==> src/rtl/mux_sel_arb_if.sv <==
// Request/grant bundle between the two mux sources and mux_sel_arb.
// master = requesting side, slave = arbiter.
interface mux_sel_arb_if #(
  parameter int unsigned CW = 4
) ();
  logic          req_a;
  logic          req_b;
  logic          release_i;
  logic          sel;
  logic          gnt_a;
  logic          gnt_b;
  logic [CW-1:0] hold_cnt;
  logic [7:0]    switch_cnt;

  modport master (
    output req_a, req_b, release_i,
    input  sel, gnt_a, gnt_b, hold_cnt, switch_cnt
  );

  modport slave (
    input  req_a, req_b, release_i,
    output sel, gnt_a, gnt_b, hold_cnt, switch_cnt
  );
endinterface

==> src/rtl/mux_sel_arb.sv <==
// Two-source round-robin arbiter driving the select of a downstream 2:1 mux.
// Define STICKY_SEL_EN to keep sel at its last granted value while idle.
module mux_sel_arb #(
  parameter int unsigned HOLD_MAX = 8,
  parameter int unsigned CW       = 4
) (
  input logic          clk,
  input logic          rst,
  mux_sel_arb_if.slave bus
);

  typedef enum logic [1:0] {StIdle, StGntA, StGntB} state_e;

  localparam logic [CW-1:0] HoldMax = CW'(HOLD_MAX);

  state_e        state_q, state_d;
  logic          last_q, last_d;  // 1 = b was granted last
  logic [CW-1:0] hold_q, hold_d;
  logic [7:0]    switch_q, switch_d;
  logic          sel_q, sel_d;
  logic          timeout, leave_a, leave_b, entry;

  always_comb begin
    state_d  = state_q;
    last_d   = last_q;
    hold_d   = hold_q;
    switch_d = switch_q;
    sel_d    = sel_q;

    timeout = (hold_q == HoldMax);
    leave_a = bus.release_i | ~bus.req_a | (timeout & bus.req_b);
    leave_b = bus.release_i | ~bus.req_b | (timeout & bus.req_a);

    unique case (state_q)
      StIdle: begin
        if (bus.req_a && bus.req_b) state_d = last_q ? StGntA : StGntB;
        else if (bus.req_a)         state_d = StGntA;
        else if (bus.req_b)         state_d = StGntB;
      end
      // Hand over directly when the other side is waiting; no idle bubble.
      StGntA: if (leave_a) state_d = bus.req_b ? StGntB : StIdle;
      StGntB: if (leave_b) state_d = bus.req_a ? StGntA : StIdle;
      default: state_d = StIdle;
    endcase

    entry = (state_d != StIdle) && (state_d != state_q);

    if (state_d == StIdle)   hold_d = '0;
    else if (entry)          hold_d = '0;
    else if (!timeout)       hold_d = hold_q + CW'(1);

    if (entry) begin
      switch_d = switch_q + 8'd1;
      last_d   = (state_d == StGntB);
    end

    unique case (state_d)
      StGntA:  sel_d = 1'b0;
      StGntB:  sel_d = 1'b1;
`ifdef STICKY_SEL_EN
      default: sel_d = sel_q;
`else
      default: sel_d = 1'b0;
`endif
    endcase
  end

  always_ff @(posedge clk or posedge rst) begin
    if (rst) begin
      state_q  <= StIdle;
      last_q   <= 1'b1;
      hold_q   <= '0;
      switch_q <= '0;
      sel_q    <= 1'b0;
    end else begin
      state_q  <= state_d;
      last_q   <= last_d;
      hold_q   <= hold_d;
      switch_q <= switch_d;
      sel_q    <= sel_d;
    end
  end

  always_comb begin
    bus.gnt_a      = (state_q == StGntA);
    bus.gnt_b      = (state_q == StGntB);
    bus.sel        = sel_q;
    bus.hold_cnt   = hold_q;
    bus.switch_cnt = switch_q;
  end

endmodule
==> src/flat_wrapper.sv <==
// flat-port wrapper written by rule: the top's interface ports become plain ports
module mux_sel_arb_flat 
#(
  parameter int unsigned HOLD_MAX = 8,
  parameter int unsigned CW       = 4
)
  (clk, rst, bus_req_a, bus_req_b, bus_release_i, bus_sel, bus_gnt_a, bus_gnt_b, bus_hold_cnt, bus_switch_cnt);
  mux_sel_arb_if #(.CW(CW)) bus_i ();
  input logic clk;
  input logic rst;
  input wire logic [$bits(bus_i.req_a)-1:0] bus_req_a;
  input wire logic [$bits(bus_i.req_b)-1:0] bus_req_b;
  input wire logic [$bits(bus_i.release_i)-1:0] bus_release_i;
  output wire logic [$bits(bus_i.sel)-1:0] bus_sel;
  output wire logic [$bits(bus_i.gnt_a)-1:0] bus_gnt_a;
  output wire logic [$bits(bus_i.gnt_b)-1:0] bus_gnt_b;
  output wire logic [$bits(bus_i.hold_cnt)-1:0] bus_hold_cnt;
  output wire logic [$bits(bus_i.switch_cnt)-1:0] bus_switch_cnt;
  assign bus_i.req_a = bus_req_a;
  assign bus_i.req_b = bus_req_b;
  assign bus_i.release_i = bus_release_i;
  assign bus_sel = bus_i.sel;
  assign bus_gnt_a = bus_i.gnt_a;
  assign bus_gnt_b = bus_i.gnt_b;
  assign bus_hold_cnt = bus_i.hold_cnt;
  assign bus_switch_cnt = bus_i.switch_cnt;
  mux_sel_arb #(.HOLD_MAX(HOLD_MAX), .CW(CW)) u_core (.clk(clk), .rst(rst), .bus(bus_i));
endmodule
==> config.mk <==
export PLATFORM = sky130hd
export DESIGN_NAME = mux_sel_arb_flat
export DESIGN_NICKNAME = d
export VERILOG_FILES = /design/src/rtl/mux_sel_arb_if.sv /design/src/rtl/mux_sel_arb.sv /design/src/flat_wrapper.sv
export SDC_FILE = /design/constraint.sdc
export NUM_CORES = 1
export LEC_CHECK = 0
export ABC_AREA = 0
export CORE_MARGIN = 10
export CORE_UTILIZATION = 38
export CTS_CLUSTER_DIAMETER = 200
export DETAILED_ROUTE_END_ITERATION = 8
export PLACE_DENSITY = 0.64
export SETUP_SLACK_MARGIN = 0.5
export SYNTH_ARGS = -nofsm -noshare
export SYNTH_HDL_FRONTEND = slang
export SYNTH_SLANG_ARGS = --single-unit
==> constraint.sdc <==
create_clock -name clk -period 2 [get_ports clk]
set_clock_uncertainty 0.1 [all_clocks]
set_input_delay 0.4 -clock clk [delete_from_list [all_inputs] [get_ports clk]]
set_output_delay 0.4 -clock clk [all_outputs]
set_load 0.01 [all_outputs]
# Word-level counts from Yosys, hierarchy flattened
# Cells that the tools add are included.
word_totals:
  reg_bits: 16
  word_cells: 39
  romBits: 0
  latchBits: 0
  memories: 0
  in_bits: 5
  output_inout_bits: 15
  mem_bits_rw: 0
classes:
  shifts: 0
  n_mux: 13
  n_addsub: 2
  bitwise_logic: 8
  n_eq_ne: 6
  magnitude_cmp: 0
  reduce_logical: 5
  div_mod_pow: 0
  mul: 0
ops:
  columns: ["op", "n"]
  rows:
  - ["2-bit 2-to-1 mux", 7]
  - ["4-bit 2-to-1 mux", 3]
  - ["8-bit by 1-bit adder with 8-bit output, second input constant", 1]
  - ["2-bit case mux with 3 select lines", 1]
  - ["4-bit by 1-bit adder with 4-bit output, second input constant", 1]
  - ["2-bit == test, second input constant", 2]
  - ["4-bit == test, second input constant", 1]
  - ["2-bit logical NOT", 2]
  - ["1-bit bitwise OR", 4]
  - ["3-bit inequality test, second input constant", 1]
  - ["1-bit AND", 2]
  - ["2-bit by 1-bit == test with 1-bit output, second input constant", 1]
  - ["1-bit logical AND", 2]
  - ["1-bit 2-to-1 mux", 2]
  - ["2-bit inequality test", 1]
  - ["1-bit NOT", 2]
  - ["2-bit nonzero test", 1]

# Depth between registers and ports, before layout
logic_depth:
  word_depth: 9
  mapped_depth: 7
  depth_no_buf: 6

# Worst setup path before layout
# No wires, ideal clock.
synth_timing:
  kind: "register to register"
  from: "register u_core.hold_q[0] (netlist: u_core.bus.hold_cnt[0])"
  to: "register u_core.switch_q[1] (netlist: u_core.bus.switch_cnt[1])"
  path_slack_ps: 84
  period_less_slack_ps: 1916
  arrival_time_ps: 1691
  n_path_buf: 1
  stages_incl_launch_ff: 8
  setup_time_ps: 125
  required_ps: 1775
  path_cell_list: "dfrtp_1 > inv_1 > ha_1 > and3b_1 > buf_4 > o2111ai_4 > nand2_4 > mux2_4"
synth_between:
  elab_chain_len: 7
  word_cells_on_any_way: 11
  classes_between: "2 x eq/ne; 3 x mux; 4 x bitwise; 2 x reduce/logical"
synth_rtl:
  columns: ["element", "line", "text"]
  rows:
  - ["start: declaration", "mux_sel_arb.sv:18", "logic [CW-1:0] hold_q, hold_d;"]
  - ["start signal: assignment", "mux_sel_arb.sv:78", "hold_q <= hold_d;"]
  - ["4-bit == test *", "mux_sel_arb.sv:30", "timeout = (hold_q == HoldMax);"]
  - ["1-bit AND (on tied branches)", "mux_sel_arb.sv:32, mux_sel_arb.sv:31", null]
  - ["1-bit bitwise OR (on tied branches)", "mux_sel_arb.sv:32, mux_sel_arb.sv:31", null]
  - ["2-bit 2-to-1 mux (on tied branches)", "mux_sel_arb.sv:42, mux_sel_arb.sv:41", null]
  - ["2-bit case mux with 3 select lines *", "mux_sel_arb.sv:34", "unique case (state_q)"]
  - ["2-bit inequality test or 2-bit nonzero test (tied branches)", "mux_sel_arb.sv:46", "entry = (state_d != StIdle) && (state_d != state_q);"]
  - ["1-bit logical AND *", "mux_sel_arb.sv:46", null]
  - ["end signal: assignment", "mux_sel_arb.sv:79", "switch_q <= switch_d;"]
  - ["end: declaration", "mux_sel_arb.sv:19", "logic [7:0] switch_q, switch_d;"]
# Every way passes the cells marked *; elsewhere a longest branch is shown, timed or not.
# A chain may end at the register's enable or synchronous reset.

# Worst setup path after layout
# Same ends and word-level chain as after synthesis.

==> impl_metrics.toml <==
[run_status]
status = "finished clean"

[die]
io_pins = 20
rows = 17
core-area_um2 = 2190
initial_core_util = 0.396
die_w_um = 67.8
die-area_um2 = 4590
fp.dieH_um = 67.8

[finish]
fin_cells = 160
num_antenna_cells = 0
fill_cells = 186
nNetsFinal = 141
final_area_um2 = 1410
layout-drive-gt1-share = 0.462
area_delta_synth_final_pct = 62.0

[sta]
max_slew_margin = 0.608
holdWs_ns = 0.371
min_period_ns = 1.79
fmax_mhz = 559
setup-violations-final = 0
tns_ns = 0
worst_slew_pin_slew_ns = 0.587
slew_viol_final = 0
hold_viol_final = 0
grt_setup_unrepaired = "yes"
period_share = 0.895

[clock_tree]
cts_buffer_depth = 2
worstSkewPairLatency_ns = 0.28
cts-root-buf = "clkbuf_4"
cts_tree = "done"
clkTransAtPathRegs_ns = 0.09
holdBufCountCts = 0
cts.sinks = 16
htree_num_levels = 1
cts_made_buffers = 3

[placement]
io_buffers = 19
globalplace.congestion = 0.748
dp_hpwl_um = 1430
dp.cells = 132
placed_area_um2 = 1130

[drt]
wl_per_cell_um = 14.6
drt_wl_total_um = 2340
routed-via-count = 801
ant_nets = 0
dr.pass1.iters = 4
drc_errors = 0
via_per_inst = 5.01
drtIter0Drc = 46

[global_route]
grt_pass1_vias = 793
grt_max_degree = 17
overflow = 0
antenna_found_initial = 0
grt_util_all_layers = 0.102
grt_pass1_wl_um = 3670

[flow_run]
cap_violations = 0

[worst_setup_path]
crit_type = "flop to flop"
worst_path_max_delay_cell = "dfrtp_1"
crit_buf_inv = 1
regToRegStartpoint = "u_core.bus.hold_cnt[0]"
path_depth = 6
critPathRequiredTime_ns = 2.07
arrival_ns = 1.86
end_kind = "flop"
worstPathCellList = "inv_2, ha_2, and3b_2, o2111ai_4, nand2_4, mux2_4"
critPathMaxStageDelay_ns = 0.38
cp_max_fo = 5
r2r_cells = 6
crit_family = "flip-flops"
r2r_slack_ns = 0.21
start_kind = "flop"
timing.rr.end = "u_core.bus.switch_cnt[1]"

[pwr]
power.leakage_nw = 0.680
peakVddDrop_v = 0.000716
powerDensity_nw_per_um2 = 1080

[logic_synthesis]
yosysWarnings = 0
synth.top_cells.by_count = "15 x dfrtp_1, 8 x nand2_1, 8 x xor2_1"
syn-num-nets = 88
ys.flop_type = "dfrtp_1"
ys_seq_area_frac = 0.463
synth_cell_types = 26
netlist_area_um2 = 867
ys_seq_elements = 16
async_reset_ff_frac = 1.00
synth.area.top_cells = "dfrtp_1 43%, xor2_1 8.1%, o2111ai_4 6.1%, ha_1 4.3%, nand3b_1 4.3%"
yosysMostFrequentCell = "dfrtp_1"
synth.avg_cell_area_um2 = 10.8
synthCells = 80
synth_edf_count = 0
synth.top_cell.area_share = 0.433
yosys.area.top_type = "dfrtp_1"

[min_path]
hold_class = "input pin to async pin"
[worst register-to-register path, stage by stage (launching register included)]
cell       delay, ns
dfrtp_1         0.38
inv_2           0.05
ha_2            0.16
and3b_2         0.27
o2111ai_4       0.34
nand2_4         0.08
mux2_4          0.30
[through the flow]
| stage | utilization | setup WS [ns] | total power [mW] |
|---|---|---|---|
| global placement | 0.518 | -0.0622 | 1.09 |
| floorplan | - | 0.165 | 0.828 |
| CTS | 0.599 | 0.189 | 1.42 |
| finish | 0.641 | 0.210 | 1.52 |
| detailed placement | 0.518 | -0.0889 | 1.11 |
| global route | 0.641 | 0.160 | 1.63 |
[how the worst max path moves through the flow]
stage | start | to
CTS | bus_req_b | u_core.bus.switch_cnt[1]
global route | u_core.bus.hold_cnt[0] | u_core.bus.switch_cnt[1]
finish | u_core.bus.hold_cnt[0] | u_core.bus.switch_cnt[1]
floorplan | u_core.bus.hold_cnt[0] | u_core.bus.switch_cnt[1]
detailed placement | bus_req_b | u_core.bus.switch_cnt[1]
global placement | bus_req_b | u_core.bus.switch_cnt[1]
[repair_timing]
item | in CTS | in global routing
gates cloned | 1 | 0
setup endpoints to repair | 31 | 26
buffers inserted | 16 | 7
pin swaps | 5 | 5
gates resized for setup | 37 | 25
[routing by layer]
layer,vias up,wire length (um),global-route usage
met5,-,0,0
met4,0,23,0.0377
met3,4,214,0.0479
met2,26,1090,0.156
met1,388,1010,0.122
li1,383,-,-
[cell families (layout without fill, tap and decap cells)]
family          count (synthesis)  count (layout)  share of synthesized area
compound gates                 11              12                      0.118
xor+xnor                       10              10                      0.101
fa+ha+maj                       3               3                     0.0433
buf+inv                         7              58                     0.0361
flops                          16              16                      0.463
mux                             2               2                     0.0289
simple gates                   31              31                      0.209
[final cells by class]
cell class                 instances  area [um2]  area share
clock buffer                       4        36.3      0.0258
tap                               28        35.0      0.0249
timing repair buffer              49         410       0.292
inverter                           5        18.8      0.0134
multi-input combinational         58         499       0.355
sequential                        16         405       0.289
[placed cells by master (no fill, tap or decap), types with 3 or more instances in the layout]
cell type	n
inv_2	3
nand2_1	8
buf_6	6
nor2_1	3
o2111ai_4	3
dfrtp_2	3
clkbuf_2	3
dfrtp_1	12
nand3b_1	5
a21oi_1	6
buf_4	27
xor2_1	8
clkbuf_4	3
nand3_1	4
clkdlybuf4s15_1	6
clkdlybuf4s50_1	3
[power by group]
group	internal, mW	switching, mW	leakage, nW
Sequential	0.434	0.0768	0.201
Clock	0.111	0.0978	0.0210
Combinational	0.425	0.373	0.458
[registers in the layout, indices dropped and copies added (netlist names)]
register / count
u_core.bus.sel: 1
u_core.bus.hold_cnt: 4
u_core.bus.switch_cnt: 8
u_core.state_q: 2
u_core.last_q: 1
Power figures use the tool's default switching activity.
